**config.mk**
```make
export PLATFORM = sky130hd
export DESIGN_NAME = dom_dep_gf2n_mul_pipe
export DESIGN_NICKNAME = d
export VERILOG_FILES = /design/src/rtl/gf2n_pkg.sv /design/src/rtl/shared_gf2n_mul_indep.sv /design/src/rtl/dom_dep_gf2n_mul_pipe.sv
export SDC_FILE = /design/constraint.sdc
export NUM_CORES = 1
export LEC_CHECK = 0
export ABC_AREA = 0
export BUFFER_PORTS_ARGS = -buffer_cell sky130_fd_sc_hd__buf_2
export CORE_UTILIZATION = 30
export CTS_CLUSTER_DIAMETER = 30
export DETAILED_ROUTE_END_ITERATION = 6
export GPL_TIMING_DRIVEN = 0
export PLACE_DENSITY = 0.56
export SLEW_MARGIN = 10
export SYNTH_ARGS = -nofsm -noshare
export SYNTH_HDL_FRONTEND = slang
export SYNTH_SLANG_ARGS = --single-unit
```
**constraint.sdc**
```tcl
create_clock -name ClkxCI -period 1.2 [get_ports ClkxCI]
set_input_delay 0.06 -clock ClkxCI [delete_from_list [all_inputs] [get_ports ClkxCI]]
set_output_delay 0.06 -clock ClkxCI [all_outputs]
set_load 0.05 [all_outputs]
```
**src/rtl/gf2n_pkg.sv**
```systemverilog
// GF(2^N) arithmetic helpers (N = 2 or 4, polynomial basis) and share-pair indexing
// for the DOM shared multipliers.
package gf2n_pkg;

    localparam int unsigned MaxN = 4;

    // Reduction terms: x^2 = x + 1 and x^4 = x + 1 (low bits of the irreducible polynomial).
    localparam logic [MaxN-1:0] Poly2 = 4'b0011;
    localparam logic [MaxN-1:0] Poly4 = 4'b0011;

    function automatic logic [MaxN-1:0] gf_poly(input int unsigned n);
        return (n == 2) ? Poly2 : Poly4;
    endfunction

    function automatic int unsigned npairs(input int unsigned shares);
        return shares * (shares - 1) / 2;
    endfunction

    // Index of the unordered pair {i, j}, i != j, in the packed remask word list.
    function automatic int unsigned pair_idx(input int unsigned i, input int unsigned j,
                                             input int unsigned shares);
        int unsigned lo;
        int unsigned hi;
        lo = (i < j) ? i : j;
        hi = (i < j) ? j : i;
        return lo * (2 * shares - lo - 1) / 2 + (hi - lo - 1);
    endfunction

    function automatic logic [MaxN-1:0] gf_mul(input logic [MaxN-1:0] a,
                                               input logic [MaxN-1:0] b,
                                               input int unsigned n);
        logic [MaxN-1:0] acc;
        logic [MaxN-1:0] sh;
        logic [MaxN-1:0] mask;
        logic [MaxN-1:0] top;
        logic [MaxN-1:0] poly;
        logic            carry;
        mask = MaxN'((32'd1 << n) - 32'd1);
        top  = MaxN'(32'd1 << (n - 1));
        poly = gf_poly(n) & mask;
        acc  = '0;
        sh   = a & mask;
        for (int unsigned k = 0; k < MaxN; k++) begin
            if (k < n) begin
                if (b[k]) acc = acc ^ sh;
                carry = |(sh & top);
                sh    = (sh << 1) & mask;
                if (carry) sh = sh ^ poly;
            end
        end
        return acc;
    endfunction

    function automatic logic [MaxN-1:0] gf_sq(input logic [MaxN-1:0] a, input int unsigned n);
        return gf_mul(a, a, n);
    endfunction

    function automatic logic [MaxN-1:0] gf_scale(input logic [MaxN-1:0] a,
                                                 input logic [MaxN-1:0] c,
                                                 input int unsigned n);
        return gf_mul(a, c, n);
    endfunction

endpackage

```
**src/rtl/shared_gf2n_mul_indep.sv**
```systemverilog
// Registered DOM-independent shared product X*B: every share pair (i, j) is one register,
// cross-domain terms remasked with the pair's Z word so the Z contributions cancel in the sum.
module shared_gf2n_mul_indep
    import gf2n_pkg::*;
#(
    parameter int unsigned N      = 2,
    parameter int unsigned SHARES = 2
) (
    input  logic                        ClkxCI,
    input  logic                        RstxBI,
    input  logic                        EnxSI,
    input  logic [SHARES*N-1:0]         XxDI,
    input  logic [SHARES*N-1:0]         BxDI,
    input  logic [npairs(SHARES)*N-1:0] ZxDI,
    output logic [SHARES*N-1:0]         PxDO
);

    logic [N-1:0] term_d [SHARES][SHARES];
    logic [N-1:0] term_q [SHARES][SHARES];

    function automatic logic [N-1:0] mul_n(input logic [N-1:0] a, input logic [N-1:0] b);
        return N'(gf_mul(MaxN'(a), MaxN'(b), N));
    endfunction

    always_comb begin
        for (int unsigned i = 0; i < SHARES; i++) begin
            for (int unsigned j = 0; j < SHARES; j++) begin
                term_d[i][j] = mul_n(XxDI[i*N +: N], BxDI[j*N +: N]);
                if (i != j) begin
                    term_d[i][j] = term_d[i][j] ^ ZxDI[pair_idx(i, j, SHARES)*N +: N];
                end
            end
        end
    end

    always_ff @(posedge ClkxCI or negedge RstxBI) begin
        if (!RstxBI) begin
            term_q <= '{default: '0};
        end else if (EnxSI) begin
            term_q <= term_d;
        end
    end

    // Share i collects only terms registered in its own domain.
    always_comb begin
        PxDO = '0;
        for (int unsigned i = 0; i < SHARES; i++) begin
            for (int unsigned j = 0; j < SHARES; j++) begin
                PxDO[i*N +: N] = PxDO[i*N +: N] ^ term_q[i][j];
            end
        end
    end

endmodule

```
**src/rtl/dom_dep_gf2n_mul_pipe.sv**
```systemverilog
// DOM-dependent shared GF(2^N) multiplier with valid/enable pipeline, optional output register
// and a per-beat fused square-scale mode: sum(Q) = X*Y ^ Mode*SCALE*(X^Y)^2.
module dom_dep_gf2n_mul_pipe
    import gf2n_pkg::*;
#(
    parameter int unsigned  N       = 2,
    parameter int unsigned  SHARES  = 2,
    parameter logic [N-1:0] SCALE   = (N == 4) ? N'(4'h9) : N'(2'b10),
    parameter bit           OUTREG  = 1'b0
) (
    input  logic                        ClkxCI,
    input  logic                        RstxBI,
    input  logic                        EnxSI,
    input  logic                        InValidxSI,
    input  logic                        ModexSI,
    input  logic [SHARES*N-1:0]         XxDI,
    input  logic [SHARES*N-1:0]         YxDI,
    input  logic [SHARES*N-1:0]         BxDI,
    input  logic [npairs(SHARES)*N-1:0] ZxDI,
    output logic [SHARES*N-1:0]         QxDO,
    output logic                        OutValidxSO
);

    localparam int unsigned W = SHARES * N;

    logic [W-1:0] x_q;
    logic [W-1:0] by_d;
    logic [W-1:0] by_q;
    logic [W-1:0] sqsc_d;
    logic [W-1:0] sqsc_q;
    logic         valid_q;
    logic [W-1:0] xb;
    logic [N-1:0] s;
    logic [W-1:0] q_comb;

    function automatic logic [N-1:0] mul_n(input logic [N-1:0] a, input logic [N-1:0] b);
        return N'(gf_mul(MaxN'(a), MaxN'(b), N));
    endfunction

    function automatic logic [N-1:0] sq_scale_n(input logic [N-1:0] a);
        return N'(gf_scale(gf_sq(MaxN'(a), N), MaxN'(SCALE), N));
    endfunction

    // Squaring and scaling are linear over GF(2), so the fused term is computed share-wise.
    always_comb begin
        by_d   = YxDI ^ BxDI;
        sqsc_d = '0;
        if (ModexSI) begin
            for (int unsigned i = 0; i < SHARES; i++) begin
                sqsc_d[i*N +: N] = sq_scale_n(XxDI[i*N +: N] ^ YxDI[i*N +: N]);
            end
        end
    end

    always_ff @(posedge ClkxCI or negedge RstxBI) begin
        if (!RstxBI) begin
            x_q     <= '0;
            by_q    <= '0;
            sqsc_q  <= '0;
            valid_q <= 1'b0;
        end else if (EnxSI) begin
            x_q     <= XxDI;
            by_q    <= by_d;
            sqsc_q  <= sqsc_d;
            valid_q <= InValidxSI;
        end
    end

    shared_gf2n_mul_indep #(
        .N      (N),
        .SHARES (SHARES)
    ) u_indep (
        .ClkxCI (ClkxCI),
        .RstxBI (RstxBI),
        .EnxSI  (EnxSI),
        .XxDI   (XxDI),
        .BxDI   (BxDI),
        .ZxDI   (ZxDI),
        .PxDO   (xb)
    );

    // S = Y ^ B is safe to unmask: B blinds Y and is removed again via the X*B term.
    always_comb begin
        s      = '0;
        q_comb = '0;
        for (int unsigned i = 0; i < SHARES; i++) begin
            s = s ^ by_q[i*N +: N];
        end
        for (int unsigned i = 0; i < SHARES; i++) begin
            q_comb[i*N +: N] = mul_n(x_q[i*N +: N], s) ^ xb[i*N +: N] ^ sqsc_q[i*N +: N];
        end
    end

    if (OUTREG) begin : g_outreg
        logic [W-1:0] q_q;
        logic         out_valid_q;

        always_ff @(posedge ClkxCI or negedge RstxBI) begin
            if (!RstxBI) begin
                q_q         <= '0;
                out_valid_q <= 1'b0;
            end else if (EnxSI) begin
                q_q         <= q_comb;
                out_valid_q <= valid_q;
            end
        end

        assign QxDO        = q_q;
        assign OutValidxSO = out_valid_q;
    end else begin : g_comb
        assign QxDO        = q_comb;
        assign OutValidxSO = valid_q;
    end

endmodule

```
==> results.sh <==
export IMPL_clk_latency_ns=0.26
export IMPL_cts_root_buffer="clkbuf_8"
export IMPL_critPathKind="register to output port"
export IMPL_synth_area_mm2=0.00137
export IMPL_htreeDepth=1
export IMPL_gp_congestion=0.706
export IMPL_grt_pass1_vias=1075
export IMPL_slew_viol_final=0
export IMPL_numCtsBuffers=3
export IMPL_dp_cells=210
export IMPL_r2r_cells=3
export IMPL_cts_tree="done"
export IMPL_worstPathArrival_ns=1.64
export IMPL_pre_cts_ws_ns=-0.517
export IMPL_cts_buffer_depth=2
export IMPL_firstDrtPassIters=4
export IMPL_tns_ns=-1.97
export IMPL_skew_ns=0
export IMPL_ir_worst_vdd_v=0.000806
export IMPL_min_to="OutValidxSO"
export IMPL_die_w_um=69.5
export IMPL_start_util=0.314
export IMPL_synthXorXnorAreaFrac=0.218
export IMPL_synthAdderAreaFrac=0
export IMPL_hold_viol=0
export IMPL_worstMarginPinSlew_ns=0.566
export IMPL_worst_slack_ns=-0.499
export IMPL_worstSetupStartpointType="register"
export IMPL_p_sw_frac=0.395
export IMPL_routed_via_density=4.80
export IMPL_core_mm2=0.00435
export IMPL_wl_um=3000
export IMPL_nNetsFinal=187
export IMPL_muxShareOfSynthArea=0.126
export IMPL_cts_sinks=21
export IMPL_internal_power_mw=1.78
export IMPL_netlist_area_leader_share=0.385
export IMPL_yosysWarningCount=0
export IMPL_sequentialPowerShare=0.299
export IMPL_r2r_slack_ns=0.32
export IMPL_clockPowerShare=0.158
export IMPL_yosys_area_share_simple=0.124
export IMPL_violations="negative setup slack"
export IMPL_track_usage=0.135
export IMPL_holdPathStages=2
export IMPL_synth_compound_area_frac=0.0962
export IMPL_syn_inst=143
export IMPL_r2r_end="by_q[1]"
export IMPL_seq_area_frac_synth=0.385
export IMPL_avgSynthCellArea_um2=9.55
export IMPL_io_pins=24
export IMPL_holdCritStartpoint="InValidxSI"
export IMPL_cp_end_kind="output port"
export IMPL_grt_pass1_wl_um=5080
export IMPL_area_growth_pct=29.9
export IMPL_die_area_mm2=0.00483
export IMPL_worstPathRequired_ns=1.14
export IMPL_dieHeight_um=69.5
export IMPL_synth_seq_cells=21
export IMPL_p_switching_mw=1.16
export IMPL_cts_clk_slew_worst_paths_ns=0.08
export IMPL_drcViolationCount=0
export IMPL_yosysTopAreaCell="dfrtp_1"
export IMPL_crit_fanout=3
export IMPL_drt_iter0_markers=35
export IMPL_max_freq_ghz=0.588
export IMPL_final_cells=219
export IMPL_period_share=1.42
export IMPL_hpwlAfterDp_um=2170
export IMPL_ant_nets=0
export IMPL_power_density_mw_per_mm2=1660
export IMPL_stdcell_area_mm2=0.00178
export IMPL_wl_per_cell_um=13.7
export IMPL_vias=1052
export IMPL_synth_distinct_cells=23
export IMPL_finalSetupViolations=4
export IMPL_rows=24
export IMPL_synth_area_top_cells="dfrtp_1 (38%), xnor2_1 (17%), mux2_2 (8.2%)"
export IMPL_synthesis_nets=162
export IMPL_p_comb_frac=0.543
export IMPL_antenna_found_initial=0
export IMPL_slew_headroom=0.620
export IMPL_rsz0062_at_grt="true"
export IMPL_hold_path_class="input port to register"
export IMPL_outcome="finished, violations left"
export IMPL_layout_drive_gt1_share=0.329
export IMPL_port_buffer_count=15
export IMPL_leakagePower_nw=0.729
export IMPL_maxCapViolCount=0
export IMPL_grt_overflow=0
export IMPL_grt_start_max_net_pins=22
export IMPL_timing_final_crit_period_ns=1.70
export IMPL_synth_top_family_by_area="XOR/XNOR gates"
export IMPL_finalPower_mw=2.95
export IMPL_num_antenna_cells=0
export IMPL_rr_startpoint="by_q[1]"
export IMPL_place_area_mm2=0.00160
cell type report:
class | instances | area [µm²]
fillers | 439 | 2580
multi-input cells | 106 | 921
flip-flops and latches | 21 | 531
repair buffers | 21 | 148
well taps | 52 | 65.1
plain buffers | 10 | 47.5
clock buffers | 4 | 45.0
inverters | 5 | 18.8
synth_stat cells, drive strengths merged:
| library cell | number |
|---|---|
| and3b | 1 |
| nand2 | 14 |
| a22oi | 2 |
| a211o | 1 |
| nor4bb | 1 |
| nor2b | 7 |
| xnor2 | 26 |
| nand3 | 2 |
| nand2b | 1 |
| clkbuf | 7 |
| a221oi | 1 |
| xor2 | 8 |
| nor2 | 10 |
| mux2 | 12 |
| dfrtp | 21 |
| mux2i | 3 |
| buf | 4 |
| a21oi | 11 |
| inv | 5 |
| o22ai | 6 |
worst max-delay path by stage:
stage	startpoint	endpoint	slack, ns	cells after the start
floorplan	by_q[1]	QxDO[1]	-0.28	4
global placement	by_q[2]	QxDO[1]	-0.51	5
detailed placement	by_q[2]	QxDO[1]	-0.52	5
CTS	by_q[3]	QxDO[1]	-0.54	5
global route	by_q[1]	QxDO[3]	-0.60	5
finish	by_q[1]	QxDO[1]	-0.50	5
flip-flops by register name (all words and copies together) (netlist names):
| signal | flops |
|---|---|
| u_indep.term_q | 8 |
| by_q | 4 |
| sqsc_q | 4 |
| x_q | 4 |
| OutValidxSO | 1 |
cell families after synthesis:
logic type,Yosys count
muxes,15
DFF,21
and+or+nand+nor,36
buffers and inverters,16
AOI/OAI and AO/OA,21
xor gates and xnor gates,34
cell usage in the layout, fill, tap and decap left out, types with 7 or more instances in the layout:
cell / instances
dfrtp_1: 17
nor2_1: 10
nand2_1: 13
xnor2_1: 20
clkbuf_1: 8
mux2_2: 10
buf_2: 13
nor2b_1: 7
a21oi_1: 11
power by group through the flow:
stage | Clock, mW | Sequential (mW) | Combinational [mW]
final | 0.466 | 0.883 | 1.60
after global routing | 0.511 | 0.896 | 1.68
after CTS | 0.472 | 0.875 | 1.60
after detailed placement | 0 | 0.882 | 1.36
after global placement | 0 | 0.878 | 1.35
after floorplan | 0 | 0.879 | 1.14
worst max-delay path: stages (launching register included):
cell	delay [ns]
dfrtp_2	0.46
xnor2_4	0.21
mux2i_1	0.24
o22ai_2	0.15
xnor2_4	0.15
buf_6	0.17
what timing repair did:
item | in CTS | in global routing
setup buffers | 5 | 0
resized for setup | 17 | 3
hold buffers | 1 | 0
pin swaps | 11 | 3
gates cloned | 0 | 0
endpoints found under the hold margin | 21 | 0
endpoints found under the setup margin | 4 | 14
metrics by stage:
step / hold slack [ns] / util
after floorplan: -0.236 / -
after global placement: 0.0408 / 0.367
after CTS: 0.0262 / 0.405
final: 0.0287 / 0.408
after global routing: 0.0291 / 0.408
after detailed placement: 0.0509 / 0.367
layer usage:
layer	vias to the layer above	track usage	routed length, µm
met1	511	0.178	1360
li1	513	-	-
met2	24	0.227	1490
met5	-	0	0
met3	4	0.0174	107
met4	0	0.0476	42
(Power assumes the default switching activity.)
